`config.mk`:
```
export PLATFORM = sky130hd
export DESIGN_NAME = gmii_rx_framer_flat
export DESIGN_NICKNAME = d
export VERILOG_FILES = /design/src/rtl/gmii_rx_framer_if.sv /design/src/rtl/gmii_rx_framer.sv /design/src/flat_wrapper.sv
export SDC_FILE = /design/constraint.sdc
export NUM_CORES = 1
export LEC_CHECK = 0
export CORE_MARGIN = 4
export CORE_UTILIZATION = 46
export CTS_CLUSTER_SIZE = 30
export DETAILED_ROUTE_END_ITERATION = 6
export PLACE_DENSITY = 0.71
export SLEW_MARGIN = 10
export SYNTH_ARGS = -nofsm -noshare
export SYNTH_HDL_FRONTEND = slang
export SYNTH_SLANG_ARGS = --single-unit
export TNS_END_PERCENT = 50
```
`constraint.sdc`:
```
create_clock -name clock -period 4.5 [get_ports clock]
set_clock_uncertainty 0.1 [all_clocks]
set_input_delay 0.9 -clock clock [delete_from_list [all_inputs] [get_ports clock]]
set_output_delay 0.9 -clock clock [all_outputs]
set_load 0.02 [all_outputs]
```
`src/rtl/gmii_rx_framer_if.sv`:
```
// GMII receive side plus the framed payload stream and frame counters.
// The master drives GMII receive data (PCS side); the slave is the framer.
interface gmii_rx_framer_if;
   logic [7:0]  rx_data;
   logic        rx_dv;
   logic        rx_er;
   logic [7:0]  m_data;
   logic        m_valid;
   logic        m_last;
   logic [2:0]  m_status;
   logic [15:0] good_frames;
   logic [15:0] bad_frames;

   modport master (
      output rx_data, rx_dv, rx_er,
      input  m_data, m_valid, m_last, m_status, good_frames, bad_frames
   );

   modport slave (
      input  rx_data, rx_dv, rx_er,
      output m_data, m_valid, m_last, m_status, good_frames, bad_frames
   );
endinterface

```
`src/rtl/gmii_rx_framer.sv`:
```
// GMII receive framer: finds preamble/SFD, strips preamble, SFD and FCS,
// checks CRC-32, length and PHY errors, and pushes payload bytes out with a
// fixed 6-cycle latency. A 4-byte window plus a 1-byte hold keep the FCS
// from ever being emitted; the hold is flushed with m_last on the first
// rx_dv=0 sample. Good/bad frame counters wrap at 16 bits.
module gmii_rx_framer #(
   parameter int MIN_FRAME = 64,
   parameter int MAX_FRAME = 1518
) (
   input logic             clock,
   input logic             reset,
   gmii_rx_framer_if.slave bus
);

   typedef enum logic [1:0] {
      S_DROP     = 2'd0,
      S_IDLE     = 2'd1,
      S_PREAMBLE = 2'd2,
      S_PAYLOAD  = 2'd3
   } state_t;

   localparam logic [31:0] CRC_POLY    = 32'hEDB88320;
   localparam logic [31:0] CRC_RESIDUE = 32'hDEBB20E3;
   localparam logic [15:0] MIN_LEN     = 16'(MIN_FRAME);
   localparam logic [15:0] MAX_LEN     = 16'(MAX_FRAME);
   localparam logic [7:0]  PRE_BYTE    = 8'h55;
   localparam logic [7:0]  SFD_BYTE    = 8'hD5;

   // Reflected CRC-32, one whole byte per call, LSB first.
   function automatic logic [31:0] crc32_byte(input logic [31:0] crc, input logic [7:0] din);
      logic [31:0] c;
      c = crc ^ {24'h0, din};
      for (int i = 0; i < 8; i++) begin
         c = c[0] ? ((c >> 1) ^ CRC_POLY) : (c >> 1);
      end
      return c;
   endfunction

   // Byte count sticks at FFFF instead of wrapping.
   function automatic logic [15:0] sat_inc16(input logic [15:0] v);
      return (v == 16'hFFFF) ? v : v + 16'd1;
   endfunction

   state_t            state_q, state_d;
   logic [31:0]       crc_q, crc_d;
   logic [15:0]       cnt_q, cnt_d;
   logic              phy_err_q, phy_err_d;
   logic [3:0][7:0]   win_q, win_d;
   logic [3:0]        win_vld_q, win_vld_d;
   logic [7:0]        hold_q, hold_d;
   logic              hold_vld_q, hold_vld_d;
   logic [7:0]        m_data_q, m_data_d;
   logic              m_valid_q, m_valid_d;
   logic              m_last_q, m_last_d;
   logic [2:0]        m_status_q, m_status_d;
   logic [15:0]       good_q, good_d;
   logic [15:0]       bad_q, bad_d;
   logic [2:0]        frame_status;

   // State register; reset parks the FSM in DROP until the line goes idle.
   always_ff @(posedge clock) begin
      if (reset) state_q <= S_DROP;
      else       state_q <= state_d;
   end

   // Next-state decode on the sampled rx_dv/rx_data.
   always_comb begin
      state_d = state_q;
      case (state_q)
         S_DROP:     if (!bus.rx_dv) state_d = S_IDLE;
         S_IDLE:     if (bus.rx_dv)  state_d = (bus.rx_data == PRE_BYTE) ? S_PREAMBLE : S_DROP;
         S_PREAMBLE: begin
            if (!bus.rx_dv)                   state_d = S_IDLE;
            else if (bus.rx_data == PRE_BYTE) state_d = S_PREAMBLE;
            else if (bus.rx_data == SFD_BYTE) state_d = S_PAYLOAD;
            else                              state_d = S_DROP;
         end
         S_PAYLOAD:  if (!bus.rx_dv) state_d = S_IDLE;
         default:    state_d = S_DROP;
      endcase
   end

   // End-of-frame verdict from everything accumulated through the last byte.
   always_comb begin
      frame_status = {crc_q != CRC_RESIDUE, (cnt_q < MIN_LEN) || (cnt_q > MAX_LEN), phy_err_q};
   end

   // Output and datapath decode: window shift, hold flush, CRC, counters.
   always_comb begin
      crc_d      = crc_q;
      cnt_d      = cnt_q;
      phy_err_d  = phy_err_q;
      win_d      = win_q;
      win_vld_d  = win_vld_q;
      hold_d     = hold_q;
      hold_vld_d = hold_vld_q;
      m_data_d   = m_data_q;
      m_valid_d  = 1'b0;
      m_last_d   = 1'b0;
      m_status_d = 3'b000;
      good_d     = good_q;
      bad_d      = bad_q;
      case (state_q)
         S_PREAMBLE: begin
            if (bus.rx_dv && bus.rx_data == SFD_BYTE) begin
               crc_d      = 32'hFFFFFFFF;
               cnt_d      = 16'd0;
               phy_err_d  = 1'b0;
               win_vld_d  = 4'b0000;
               hold_vld_d = 1'b0;
            end
         end
         S_PAYLOAD: begin
            if (bus.rx_dv) begin
               crc_d      = crc32_byte(crc_q, bus.rx_data);
               cnt_d      = sat_inc16(cnt_q);
               if (bus.rx_er) phy_err_d = 1'b1;
               win_d      = {win_q[2:0], bus.rx_data};
               win_vld_d  = {win_vld_q[2:0], 1'b1};
               hold_d     = win_q[3];
               hold_vld_d = win_vld_q[3];
               if (hold_vld_q) begin
                  m_valid_d = 1'b1;
                  m_data_d  = hold_q;
               end
            end else begin
               // Frame ended: flush the hold as the last beat, or count a runt.
               if (hold_vld_q) begin
                  m_valid_d  = 1'b1;
                  m_last_d   = 1'b1;
                  m_data_d   = hold_q;
                  m_status_d = frame_status;
                  if (frame_status == 3'b000) good_d = good_q + 16'd1;
                  else                        bad_d  = bad_q + 16'd1;
               end else begin
                  bad_d = bad_q + 16'd1;
               end
               win_vld_d  = 4'b0000;
               hold_vld_d = 1'b0;
            end
         end
         default: begin
         end
      endcase
   end

   // Control and output flops; reset discards any frame in flight.
   always_ff @(posedge clock) begin
      if (reset) begin
         crc_q      <= 32'hFFFFFFFF;
         win_vld_q  <= 4'b0000;
         hold_vld_q <= 1'b0;
         m_data_q   <= 8'h00;
         m_valid_q  <= 1'b0;
         m_last_q   <= 1'b0;
         m_status_q <= 3'b000;
         good_q     <= 16'd0;
         bad_q      <= 16'd0;
      end else begin
         crc_q      <= crc_d;
         win_vld_q  <= win_vld_d;
         hold_vld_q <= hold_vld_d;
         m_data_q   <= m_data_d;
         m_valid_q  <= m_valid_d;
         m_last_q   <= m_last_d;
         m_status_q <= m_status_d;
         good_q     <= good_d;
         bad_q      <= bad_d;
      end
   end

   // Data flops; always re-initialised at SFD so they need no reset.
   always_ff @(posedge clock) begin
      cnt_q     <= cnt_d;
      phy_err_q <= phy_err_d;
      win_q     <= win_d;
      hold_q    <= hold_d;
   end

   assign bus.m_data      = m_data_q;
   assign bus.m_valid     = m_valid_q;
   assign bus.m_last      = m_last_q;
   assign bus.m_status    = m_status_q;
   assign bus.good_frames = good_q;
   assign bus.bad_frames  = bad_q;

endmodule

```
`src/flat_wrapper.sv`:
```
// flat-port wrapper written by rule: the top's interface ports become plain ports
module gmii_rx_framer_flat 
#(
   parameter int MIN_FRAME = 64,
   parameter int MAX_FRAME = 1518
)
  (clock, reset, bus_rx_data, bus_rx_dv, bus_rx_er, bus_m_data, bus_m_valid, bus_m_last, bus_m_status, bus_good_frames, bus_bad_frames);
  gmii_rx_framer_if bus_i ();
  input logic clock;
  input logic reset;
  input wire logic [$bits(bus_i.rx_data)-1:0] bus_rx_data;
  input wire logic [$bits(bus_i.rx_dv)-1:0] bus_rx_dv;
  input wire logic [$bits(bus_i.rx_er)-1:0] bus_rx_er;
  output wire logic [$bits(bus_i.m_data)-1:0] bus_m_data;
  output wire logic [$bits(bus_i.m_valid)-1:0] bus_m_valid;
  output wire logic [$bits(bus_i.m_last)-1:0] bus_m_last;
  output wire logic [$bits(bus_i.m_status)-1:0] bus_m_status;
  output wire logic [$bits(bus_i.good_frames)-1:0] bus_good_frames;
  output wire logic [$bits(bus_i.bad_frames)-1:0] bus_bad_frames;
  assign bus_i.rx_data = bus_rx_data;
  assign bus_i.rx_dv = bus_rx_dv;
  assign bus_i.rx_er = bus_rx_er;
  assign bus_m_data = bus_i.m_data;
  assign bus_m_valid = bus_i.m_valid;
  assign bus_m_last = bus_i.m_last;
  assign bus_m_status = bus_i.m_status;
  assign bus_good_frames = bus_i.good_frames;
  assign bus_bad_frames = bus_i.bad_frames;
  gmii_rx_framer #(.MIN_FRAME(MIN_FRAME), .MAX_FRAME(MAX_FRAME)) u_core (.clock(clock), .reset(reset), .bus(bus_i));
endmodule
```
# Yosys cells after proc, flatten, opt, wreduce, memory -nomap -nowiden
# Cells that the tools add are included.
# op_classes
add_sub_neg,3
order_cmp,2
n_eq_ne,14
mux,34
bitwise_logic,12
n_reduce_logical,18
# ops
cell,n
32-bit two-way mux,10
13-bit inverter with 14-bit output,8
16-bit two-way mux,5
32-bit case mux with 2 select lines,1
16-bit by 1-bit adder with 16-bit output (second input constant),3
32-bit inequality test (second input constant),1
16-bit case mux with 2 select lines,1
32-bit by 8-bit XOR with 32-bit output,1
16-bit == test (second input constant),1
16-bit by 11-bit greater-than comparator with 1-bit output (second input constant),1
16-bit by 7-bit less-than comparator with 1-bit output (second input constant),1
2-bit two-way mux,6
2-bit inequality test (second input constant),6
4-bit AND reduction,3
8-bit by 7-bit == test with 1-bit output (second input constant),1
8-bit == test (second input constant),1
4-bit two-way mux,2
4-bit case mux with 2 select lines,1
2-bit AND reduction,4
2-bit case mux with 3 select lines,1
3-bit AND reduction,2
1-bit two-way mux,5
2-bit == test (second input constant),2
1-bit case mux with 2 select lines,2
11 further kinds,14
# word_totals
ff_bits,141
in_bits,12
out_inout_bits,45
wordCells,100

# Longest topological paths before layout
# logic_depth
depth_word,19
mapped_depth,10
depth_no_buf,8

# Worst setup path after synthesis
# Ideal clock, no wire load.
# synth_timing
path_kind,input to register
startpoint,in bus_rx_dv
endpoint,reg u_core.cnt_q[0] (enable)
setup_time_ns,0.414
arrival_time_ns,3.316
required_time_ns,3.986
slack_ns,0.670
cell_stages,7
n_path_buf,3
path_cell_list,clkbuf_1 and3_1 nand4_1 o21ai_1 buf_2 buf_1 a21boi_0
# synth_via
elab_chain_cells,3
word_cells_on_any_way,4
cone_classes,2 x eq/ne; 2 x reduce/logical
# synth_lines
element,line,text
from (decl),flat_wrapper.sv:12,input wire logic [$bits(bus_i.rx_dv)-1:0] bus_rx_dv;
1-bit logical AND,gmii_rx_framer.sv:105,if (bus.rx_dv && bus.rx_data == SFD_BYTE) begin
2-bit by 1-bit inequality test with 1-bit output (no source line),-,
4-bit AND reduction (no source line) *,-,
to (signal assigned),gmii_rx_framer.sv:174,cnt_q <= cnt_d;
to (decl),gmii_rx_framer.sv:46,"logic [15:0] cnt_q, cnt_d;"
# Every way passes the cells marked *; elsewhere a longest branch is shown, timed or not.
# A chain may end at the register's enable or synchronous reset.

# Worst setup path in the final report
# layout_timing
startpoint,reg u_core.crc_q[20]
endpoint,reg u_core.good_q[4] (netlist: u_core.bus.good_frames[4])
# layout_via
elab_chain_cells,3
# layout_lines
element,line,text
from (decl),gmii_rx_framer.sv:45,"logic [31:0] crc_q, crc_d;"
from (signal assigned),gmii_rx_framer.sv:160,crc_q <= crc_d;
32-bit inequality test,gmii_rx_framer.sv:85,"frame_status = {crc_q != CRC_RESIDUE, (cnt_q < MIN_LEN) || (cnt_q > MAX_LEN), phy_err_q};"
3-bit logical NOT,gmii_rx_framer.sv:133,if (frame_status == 3'b000) good_d = good_q + 16'd1;
4-bit AND reduction (no source line),-,
to (signal assigned),gmii_rx_framer.sv:167,good_q <= good_d;
to (decl),gmii_rx_framer.sv:56,"logic [15:0] good_q, good_d;"
# Every way passes these cells.

==> impl_metrics.yaml <==
drt:
  avgRoutedWirePerCell_um: 15.8
  wl_met2_um: 6830
  first_iter_violations: 410
  top_layer: "met4"
  met3_length_um: 459
  drc: 0
  antenna_left: 0
  vias: 4794
  drt-total-wl_um: 13900
  wl_met1_um: 6400
  via_per_inst: 5.46
  dr.pass1.iters: 5
sta:
  fin_crit_sh_pct: 67.4
  period_needed_ns: 3.03
  hold_violations: 0
  finalMaxSlewViolations: 0
  setup_tns_ns: 0
  max_freq_mhz: 330
  maxSlewHeadroom_pct: 49.3
  setup_viol: 0
  worst_slack_ns: 1.47
  worst_pin_slew_ns: 0.761
  rsz0062_at_grt: "no"
synth:
  ys_top_cells_by_area: "edfxtp_1 (26%), dfxtp_1 (25%), xnor2_1 (7.0%)"
  ys.flop_type: "dfxtp_1"
  ys_warn_count: 0
  synth_seq_cells: 141
  async_flop_share_pct: 0
  yosysTopAreaCell: "edfxtp_1"
  synthCells: 631
  synth_fa_ha_area_share_pct: 1.52
  synth_xor_area_share_pct: 13.3
  seq_area_frac_synth_pct: 51.4
  synth_area_sq_mm: 0.00661
  synth.avg_cell_area_sq_um: 10.5
  ys_types: 64
  synth_edf_count: 57
  synth-simple-area-share_pct: 19.9
  muxShareOfSynthArea_pct: 1.50
  synth_top_family_by_area: "simple AND/OR/NAND/NOR gates"
  synth_compound_area_share_pct: 10.1
  synth_top_area_share_pct: 25.9
  syn_nets: 651
cts:
  insertion_delay_ns: 0.41
  clkTransAtPathRegs_ns: 0.06
  cts-resized-gates: 0
  postCtsSetupRepairBufs: 0
  clock-root-buffer: "clkbuf_16"
  htree_levels: 4
  cts_tree: "done"
  cts_sinks: 141
  ctsHoldBuffers: 0
  numCtsBuffers: 17
  cts.path.max_buffers: 2
worst_setup_path:
  end_kind: "register"
  cp_cell_sequence: "nor4bb_1 -> nand4_1 -> nor2_2 -> nand4_1 -> or4_1 -> a21oi_1"
  cp-start-kind: "register"
  cp.required_ns: 4.73
  arrival_ns: 3.27
  cp_common_cell: "nand4_1"
  worstPathMaxFanout: 13
  critical-path-max-stage-delay_ns: 0.61
  crit_type: "reg -> reg"
  crit_slowest_cell: "or4_1"
global_routing:
  antenna_found_initial: 0
  grt_pass1_wl_um: 23100
  gr-usage-all-layers_pct: 17.5
  grt_start_max_net_pins: 48
  grt_pass1_vias: 4600
  grt-ovfl-total: 0
cells_and_area:
  syn_to_final_growth_pct: 18.6
  fin_nets: 705
  fillers: 1162
  drive_gt1_share_pct: 7.45
  diodes: 0
die:
  io_pins: 57
  die_h_um: 128
  die_x_um: 128
  initial_utilization_pct: 47.2
  num_rows: 43
  die-area_sq_mm: 0.0163
  coreArea_sq_mm: 0.0140
placed_design:
  gp_congestion: 0.860
  dp_slack_ns: 1.07
  io_buffers: 56
  hpwl_um: 9710
pwr:
  irDropWorstVdd_mv: 0.236
  p_leak_nw: 2.68
  finalPower_mw: 2.71
  powerDensity_mw_per_mm2: 346
flow_run:
  cap_violations: 0
outcome:
  status: "finished clean"
worst_hold_path:
  min_path_type: "reg -> reg"
cells in the mapped netlist (3+ instances only):
master / number
o31ai_1: 8
inv_1: 14
xnor2_1: 53
nand4_1: 19
o22ai_1: 18
xor2_1: 25
and3_1: 14
o21ai_0: 14
and2_1: 4
nor2_1: 56
nand2b_1: 28
clkbuf_1: 21
dfxtp_1: 84
nor2b_1: 7
o211a_1: 3
nor3_1: 5
or2_2: 3
a31oi_1: 7
edfxtp_1: 57
ha_1: 8
mux2_2: 4
nand2_1: 36
mux2_1: 3
and4b_1: 5
or2_1: 5
nor4_1: 3
xnor2_2: 5
a21oi_1: 34
or3_1: 10
or4_1: 7
nand3_1: 29
through the flow:
step / area (sq um) / hold slack, ns / cells / util, %
5_1_grt: 7840 / 0.317 / 878 / 56.0
3_5_place_dp: 7320 / 0.305 / 846 / 52.3
3_3_place_gp: 7320 / 0.301 / 846 / 52.3
4_1_cts: 7840 / 0.313 / 878 / 56.0
6_report: 7840 / 0.312 / 878 / 56.0
2_1_floorplan: 6610 / 0.300 / 631 / -
layout make-up:
| type | count | area [sq um] | share of cell area, % |
|---|---|---|---|
| sequential | 141 | 3390 | 43.3 |
| timing repair buffer | 61 | 593 | 7.57 |
| clock buffer | 29 | 500 | 6.39 |
| multi-input combinational | 450 | 3060 | 39.0 |
| inverter | 14 | 52.6 | 0.671 |
| clock inverter | 3 | 15.0 | 0.192 |
| tap | 180 | 225 | 2.87 |
placed cells by master (no fill, tap or decap), drive strengths merged, types with 9 or more instances in the layout:
cell type,Yosys,routed
a21oi,35,35
clkbuf,21,29
or2,9,9
xnor2,59,59
and3,14,14
nand2,36,36
xor2,26,26
nand3,29,29
o21ai,16,16
nand4,19,19
nand2b,28,28
dfxtp,84,84
edfxtp,57,57
or3,10,10
nor2,57,57
o22ai,18,18
inv,14,14
clkdlybuf4s50,0,55
state kept, by name, indices dropped and copies added (netlist names), 2 cells and up:
name                    count
u_core.bus.bad_frames      16
u_core.bus.good_frames     16
u_core.bus.m_data           8
u_core.bus.m_status         3
u_core.cnt_q               16
u_core.crc_q               32
u_core.hold_q               8
u_core.state_q              2
u_core.win_q               32
u_core.win_vld_q            4
power by group:
part / total (mW) / switching, mW / internal (mW)
combinational: 0.161 / 0.0850 / 0.0758
sequential: 1.32 / 0.00157 / 1.32
clock: 1.23 / 0.482 / 0.746
total: 2.71 / 0.568 / 2.14
layer usage:
layer  GRT usage, %  vias to the layer above
met5              0                        -
met1           23.3                     2329
met2           28.7                       82
met3           3.88                       15
li1               -                     2368
met4           5.56                        0
worst paths after layout:
path / slack [ns] / start / depth (start not counted) / end
worst max-delay path: 1.47 / u_core.crc_q[20] / 6 / u_core.bus.good_frames[4]
worst min-delay path: 0.31 / u_core.win_q[1] / 0 / u_core.win_q[9]
worst max register to register: 1.47 / u_core.crc_q[20] / 6 / u_core.bus.good_frames[4]
worst min register to register: 0.31 / u_core.win_q[1] / 0 / u_core.win_q[9]
critical path: cells and delay by family (launching register included):
| kind | cells | cell delay (ns) |
|---|---|---|
| flops | 1 | 0.37 |
| simple gates | 5 | 2.32 |
| compound gates | 1 | 0.15 |
cells by family (layout without fill, tap and decap cells):
| logic type | after synthesis | count (layout) |
|---|---|---|
| XOR/XNOR | 88 | 88 |
| multiplexers | 9 | 9 |
| flip-flops | 141 | 141 |
| AO/OA/AOI/OAI | 103 | 103 |
| AND/OR/NAND/NOR | 242 | 242 |
| adder cells (fa/ha/maj) | 8 | 8 |
| buffers and inverters | 40 | 107 |
No activity file was read; power rests on OpenSTA's default activity.
